### config.mk
export PLATFORM = sky130hd
export DESIGN_NAME = vga_scan_gen
export DESIGN_NICKNAME = d
export VERILOG_FILES = /design/src/rtl/vga_scan_gen.sv
export SDC_FILE = /design/constraint.sdc
export NUM_CORES = 1
export LEC_CHECK = 0
export BUFFER_PORTS_ARGS = -buffer_cell sky130_fd_sc_hd__buf_2
export CAP_MARGIN = 20
export CORE_ASPECT_RATIO = 0.75
export CORE_MARGIN = 3
export CORE_UTILIZATION = 55
export DETAILED_ROUTE_END_ITERATION = 10
export PLACE_DENSITY_LB_ADDON = 0.3
export SYNTH_ARGS = -nofsm -noshare
export SYNTH_HDL_FRONTEND = slang
export SYNTH_SLANG_ARGS = --single-unit
### constraint.sdc
create_clock -name clock -period 8.19 [get_ports clock]
set_input_delay 1.638 -clock clock [delete_from_list [all_inputs] [get_ports clock]]
set_output_delay 1.638 -clock clock [all_outputs]
set_load 0.05 [all_outputs]
### src/rtl/vga_scan_gen.sv
// 640x480@60 VGA scan generator presenting a pixel-doubled, horizontally centred 256x240 game window.
// Build macro TEST_PATTERN_EN replaces the returned image with 8 vertical colour bars inside the window.

module vga_scan_gen #(
  parameter int PIX_DIV = 2,
  parameter int H_VIS   = 640,
  parameter int H_FP    = 16,
  parameter int H_SYNC  = 96,
  parameter int H_BP    = 48,
  parameter int V_VIS   = 480,
  parameter int V_FP    = 10,
  parameter int V_SYNC  = 2,
  parameter int V_BP    = 33,
  parameter int X_OFS   = 64,
  parameter int LAT     = 2
) (
  input  logic       clock,
  input  logic       reset,
  input  logic [2:0] image,
  output logic [7:0] col,
  output logic [7:0] row,
  output logic       EN,
  output logic       frame_start,
  output logic [2:0] vga_rgb,
  output logic       hsync,
  output logic       vsync
);

  localparam int H_TOT  = H_VIS + H_FP + H_SYNC + H_BP;
  localparam int V_TOT  = V_VIS + V_FP + V_SYNC + V_BP;
  localparam int WIN_W  = 512;
  localparam int HS_BEG = H_VIS + H_FP;
  localparam int HS_END = HS_BEG + H_SYNC;
  localparam int VS_BEG = V_VIS + V_FP;
  localparam int VS_END = VS_BEG + V_SYNC;
  localparam int DIV_W  = (PIX_DIV > 1) ? $clog2(PIX_DIV) : 1;

`ifdef TEST_PATTERN_EN
  typedef struct packed {
    logic       hs;
    logic       vs;
    logic       vis;
    logic       win;
    logic [2:0] bar;
  } stage_t;
  localparam stage_t STAGE_IDLE = '{hs: 1'b1, vs: 1'b1, vis: 1'b0, win: 1'b0, bar: 3'd0};
`else
  typedef struct packed {
    logic hs;
    logic vs;
    logic vis;
    logic win;
  } stage_t;
  localparam stage_t STAGE_IDLE = '{hs: 1'b1, vs: 1'b1, vis: 1'b0, win: 1'b0};
`endif

  logic [DIV_W-1:0] divider;
  logic             tick;
  logic             h_wrap;
  logic             v_wrap;
  logic             win_nxt;
  logic [9:0]       hcnt;
  logic [9:0]       vcnt;
  logic [9:0]       h_nxt;
  logic [9:0]       v_nxt;
  stage_t           raw;
  stage_t           tap;

  function automatic logic in_window(input logic [9:0] h, input logic [9:0] v);
    return (h >= 10'(X_OFS)) && (h < 10'(X_OFS + WIN_W)) && (v < 10'(V_VIS));
  endfunction

  assign tick = (divider == DIV_W'(PIX_DIV - 1));

  // NOTE: every signal in a combinational block gets a default first, so no latch can be inferred.
  always_comb begin
    h_wrap = (hcnt == 10'(H_TOT - 1));
    v_wrap = (vcnt == 10'(V_TOT - 1));
    h_nxt  = h_wrap ? 10'd0 : hcnt + 10'd1;
    v_nxt  = vcnt;
    if (h_wrap) begin
      v_nxt = v_wrap ? 10'd0 : vcnt + 10'd1;
    end
    win_nxt = in_window(h_nxt, v_nxt);
  end

  // Raw timing for the pixel currently being scanned; it enters the alignment pipe on the next tick.
  always_comb begin
    raw     = STAGE_IDLE;
    raw.hs  = !((hcnt >= 10'(HS_BEG)) && (hcnt < 10'(HS_END)));
    raw.vs  = !((vcnt >= 10'(VS_BEG)) && (vcnt < 10'(VS_END)));
    raw.vis = (hcnt < 10'(H_VIS)) && (vcnt < 10'(V_VIS));
    raw.win = in_window(hcnt, vcnt);
`ifdef TEST_PATTERN_EN
    raw.bar = 3'((hcnt - 10'(X_OFS)) >> 6);
`endif
  end

  // The output registers form the last alignment stage, so only LAT-1 stages live here.
  if (LAT > 1) begin : g_pipe
    stage_t pipe [LAT-1];

    // NOTE: the alignment stages are reset like ordinary flops so no stale sync reaches the pins.
    always_ff @(posedge clock) begin
      if (reset) begin
        for (int i = 0; i < LAT - 1; i++) begin
          pipe[i] <= STAGE_IDLE;
        end
      end else if (tick) begin
        pipe[0] <= raw;
        for (int i = 1; i < LAT - 1; i++) begin
          pipe[i] <= pipe[i-1];
        end
      end
    end

    assign tap = pipe[LAT-2];
  end else begin : g_no_pipe
    assign tap = raw;
  end

  // NOTE: sequential state uses non-blocking assignments so every flop samples pre-edge values.
  always_ff @(posedge clock) begin
    if (reset) begin
      divider     <= '0;
      hcnt        <= 10'd0;
      vcnt        <= 10'd0;
      col         <= 8'd0;
      row         <= 8'd0;
      EN          <= 1'b0;
      frame_start <= 1'b0;
      vga_rgb     <= 3'b000;
      hsync       <= 1'b1;
      vsync       <= 1'b1;
    end else begin
      frame_start <= tick && h_wrap && v_wrap;
      divider     <= tick ? '0 : divider + DIV_W'(1);
      if (tick) begin
        hcnt  <= h_nxt;
        vcnt  <= v_nxt;
        EN    <= win_nxt;
        col   <= win_nxt ? 8'((h_nxt - 10'(X_OFS)) >> 1) : 8'd0;
        row   <= win_nxt ? 8'(v_nxt >> 1) : 8'd0;
        hsync <= tap.hs;
        vsync <= tap.vs;
`ifdef TEST_PATTERN_EN
        vga_rgb <= (tap.win && tap.vis) ? tap.bar : 3'b000;
`else
        vga_rgb <= (tap.win && tap.vis) ? image : 3'b000;
`endif
      end
    end
  end

endmodule

==> flow_summary.rst <==
.. list-table::
   :header-rows: 1

   * - Metric
     - Value
   * - Worst slew margin
     - approximately two fifths
   * - Setup repair after global routing missed its margin
     - no
   * - Number of maximum-capacitance violations
     - 0
   * - Ratio of total power to cell area
     - 150 nW/um2
   * - Critical-path cell list
     - ha_1, nand3_1, nor2_1, xnor2_1, ha_1, nand2_1, a211oi_1, a31oi_1, o2111ai_1, and4b_1, a32o_1
   * - Total placed cells including tap cells
     - approximately 340
   * - Dominant combinational cell family by area after synthesis
     - simple AND/OR/NAND/NOR gates
   * - Initial core utilization
     - 59.6%
   * - Antenna diode count
     - 0
   * - HP Start
     - g_pipe.pipe[0][2]
   * - Worst setup path class
     - register to register
   * - Async set or reset register ratio after synthesis
     - 0%
   * - Commonest register cell after synthesis
     - dfxtp_1
   * - Ports
     - 28
   * - Worst-path cell with the longest stage delay
     - and4b_1
   * - Cell count after synthesis
     - around 280
   * - VDD IR-drop max
     - between 0.1 and 0.15 mV
   * - Vias in the first global route
     - between 1,500 and 2,000
   * - Synth cell types
     - 48
   * - Global-route usage over all layers
     - roughly a fifth
   * - Height of the die
     - around 64 um
   * - HPWL after detailed placement
     - approximately 3600 um
   * - Synth Area in XOR/XNOR
     - about 8.3%
   * - Clock transition at path regs
     - around 0.080 ns
   * - Count of placed standard cells in the final layout, fillers left out
     - approximately 350
   * - Buffer depth of the longest clock path
     - 2
   * - Data required time at the worst endpoint
     - 8.44 ns
   * - Total number of vias
     - ~2,100
   * - TritonCTS clock tree
     - yes
   * - Leading post-synthesis cells by cell area
     - dfxtp_1, xor2_1, edfxtp_1
   * - Status
     - finished, final reports clean
   * - Global route total overflow
     - 0
   * - Count of nets after finishing
     - 308
   * - RD Place Congestion
     - about 0.9
   * - EDFF count, synth
     - 4
   * - Mux cell area share after synthesis
     - 0.800%
   * - Maximum number of pins on one net before global-route repair
     - 27
   * - Element type at the critical path end
     - register
   * - Yosys warnings
     - 0
   * - CTS buffer count
     - 5
   * - Placeable core area
     - between 4000 and 5000 um2
   * - Clk sinks
     - between 40 and 50
   * - Worst min path class
     - register to register
   * - Worst Path Arrival
     - about 3.8 ns
   * - I/O Buffers
     - 27
   * - Cell type with the highest aggregate area in the netlist
     - dfxtp_1
   * - Number of nets still failing antenna checks after routing
     - 0
   * - Die ar.
     - between 5000 and 6000 um2
   * - Layout cells sized above 1
     - between 10% and 20%
   * - Met1 Use GR
     - roughly 29%
   * - Total Neg Setup Slack
     - 0 ns
   * - Wire length of the first global-routing pass
     - between 8000 and 9000 um
   * - Die outline width
     - about 84 um
   * - Post-synthesis net count
     - between 200 and 300
   * - LEAKAGE
     - roughly 1.1 nW
   * - Simple-Gate Fraction of Synth Area
     - approximately 24%
   * - Library cell appearing most often on the critical path
     - ha_1
   * - Synth Cell Area
     - 2500 um2
   * - Mean number of vias per cell
     - slightly below 6
   * - Gates resized, CTS repair
     - 0
   * - DRC violations left
     - 0
   * - Post-Syn Area per Cell
     - roughly 8.9 um2
   * - Sum of routed wire length over all layers
     - between 5000 and 6000 um
   * - Crit-path max cell delay
     - roughly 0.64 ns
   * - Timing startpoint of the critical path
     - hcnt[0]
   * - Compound-cell area share of the yosys netlist
     - approximately 17%
   * - Number of storage elements in the synthesis netlist
     - 48
   * - Adder and majority gate portion of the synthesized area
     - approximately 4.0%
   * - Clock root buffer
     - clkbuf_8
   * - Total of endpoints with negative setup slack in the final report
     - 0
   * - Sequential area share after synthesis
     - between 30% and 40%
   * - FILL cells
     - a little under 400
   * - Destination of the worst register-to-register timing path
     - col[7]
   * - Clock insertion delay at the later pin of the skew report
     - 0.30 ns
   * - Routing usage on met2
     - a little under a third
   * - Commonest non-fill, non-tap cell in the layout
     - dfxtp_1
   * - Final Hold Viols
     - 0
   * - Number of rows in the core area
     - 20
   * - Met3 track demand over resource in global routing
     - about 4.8%
   * - Tmin final
     - 3.53 ns
   * - Worst-case clock skew
     - around 0.0046 ns
   * - Most frequent cells in the layout
     - dfxtp_1, buf_2, nor2_1, nand2_1
   * - Crit Reg-Reg Startpoint
     - hcnt[0]
   * - Final routed wire length divided by cell count
     - about 15 um
   * - Number of buffers inserted by post-CTS setup repair
     - 0
   * - Cell Area, Placed
     - between 2000 and 3000 um2
   * - Most used routing layer in global routing
     - met2
   * - Worst r2r path cells
     - 11
   * - Initial DRC Count
     - a little over 200
   * - CP Max Fanout
     - 17
   * - Initial antenna violation count
     - 0
   * - Max Clk Rate
     - roughly 280 MHz
   * - Layout overhead on the synthesized area
     - 8.75%
   * - Non-Filler Cell Area, Final
     - around 2700 um2
   * - Crit path to
     - col[7]
   * - Number of pins exceeding their max-slew limit in the final report
     - 0
   * - Hold bufs inserted after CTS
     - 0
   * - Hold Path Cell Cnt
     - 1
   * - Setup slack of the most critical reg-to-reg path
     - about 4.7 ns
   * - Drt pass-1 iters
     - 4
   * - Measured slew at the worst slew-check pin
     - 0.872 ns
   * - Startpoint class of the critical path
     - register
   * - Area fraction of the dominant cell type after synthesis
     - 35.2%
   * - H-tree level count
     - 2
   * - Share of the cycle needed by the critical path after routing
     - a little over two fifths
## worst max-delay path, delay by kind of cell, from the launching register on
family / cells / cell delay, ns
adders and majority gates: 2 / 0.72
AOI/OAI and AO/OA: 4 / 0.81
and+or+nand+nor: 4 / 1.31
DFF: 1 / 0.44
xor gates and xnor gates: 1 / 0.19
## power by group
part | total, mW | internal (mW) | switching (mW) | leakage [nW]
registers | 0.241 | 0.239 | 0.00215 | 0.391
logic | 0.0207 | 0.00563 | 0.0150 | 0.674
clock network | 0.146 | 0.0686 | 0.0777 | 0.0445
## synthesized netlist by cell type (3+ instances only)
library cell	count
edfxtp_1	4
and3_1	4
a22o_1	8
a21oi_1	13
nand3_1	5
and2_1	3
nor3_1	6
buf_2	6
nor4_2	3
xnor2_1	8
nand2_1	21
o31ai_1	3
ha_1	8
inv_1	10
nor2b_1	4
nand4_1	14
o21ai_0	12
clkbuf_1	14
nor2_1	26
dfxtp_1	44
nand2b_1	4
a32o_1	11
and4_1	3
or3_1	3
xor2_1	14
## layout make-up
| class | instances | area, um2 | share of cell area [%] |
|---|---|---|---|
| repair buffers | 30 | 158 | 5.79 |
| multi-input cells | 200 | 1360 | 50.1 |
| inverters | 10 | 37.5 | 1.38 |
| clock buffers | 7 | 86.3 | 3.17 |
| clock inverters | 1 | 7.51 | 0.276 |
| flip-flops and latches | 48 | 1000 | 36.8 |
| well taps | 55 | 68.8 | 2.53 |
## cell families after synthesis
group	count (synthesis)
simple gates	107
compound gates	60
flops	48
buf+inv	33
xor+xnor	23
fa+ha+maj	8
mux	2
## flip-flops by register name, summed over array words and instances (netlist names)
| signal | cells |
|---|---|
| hsync | 1 |
| EN | 1 |
| col | 8 |
| g_pipe.pipe | 4 |
| hcnt | 10 |
| row | 8 |
| divider | 1 |
| vga_rgb | 3 |
| vsync | 1 |
| frame_start | 1 |
| vcnt | 10 |
## routing by layer
layer  up-vias  wire, um
li1       1034         -
met5         -         0
met4         0        48
met2        56      2280
met1       973      2610
met3         6       312
## metrics by stage
step	util (%)	hold WS (ns)	power, mW	setup WS [ns]
after floorplan	-	0.433	0.261	5.25
after global placement	62.5	0.439	0.267	4.72
after detailed placement	62.5	0.447	0.267	4.72
after CTS	64.8	0.467	0.412	4.69
after global routing	64.8	0.472	0.423	4.27
final	64.8	0.464	0.408	4.66
## how the worst min path moves through the flow
stage / slack [ns] / to
global placement: 0.44 / hsync
floorplan: 0.43 / vsync
finish: 0.46 / vsync
global route: 0.47 / vsync
detailed placement: 0.45 / vsync
CTS: 0.47 / vsync
No activity file was read; power rests on OpenSTA's default activity.
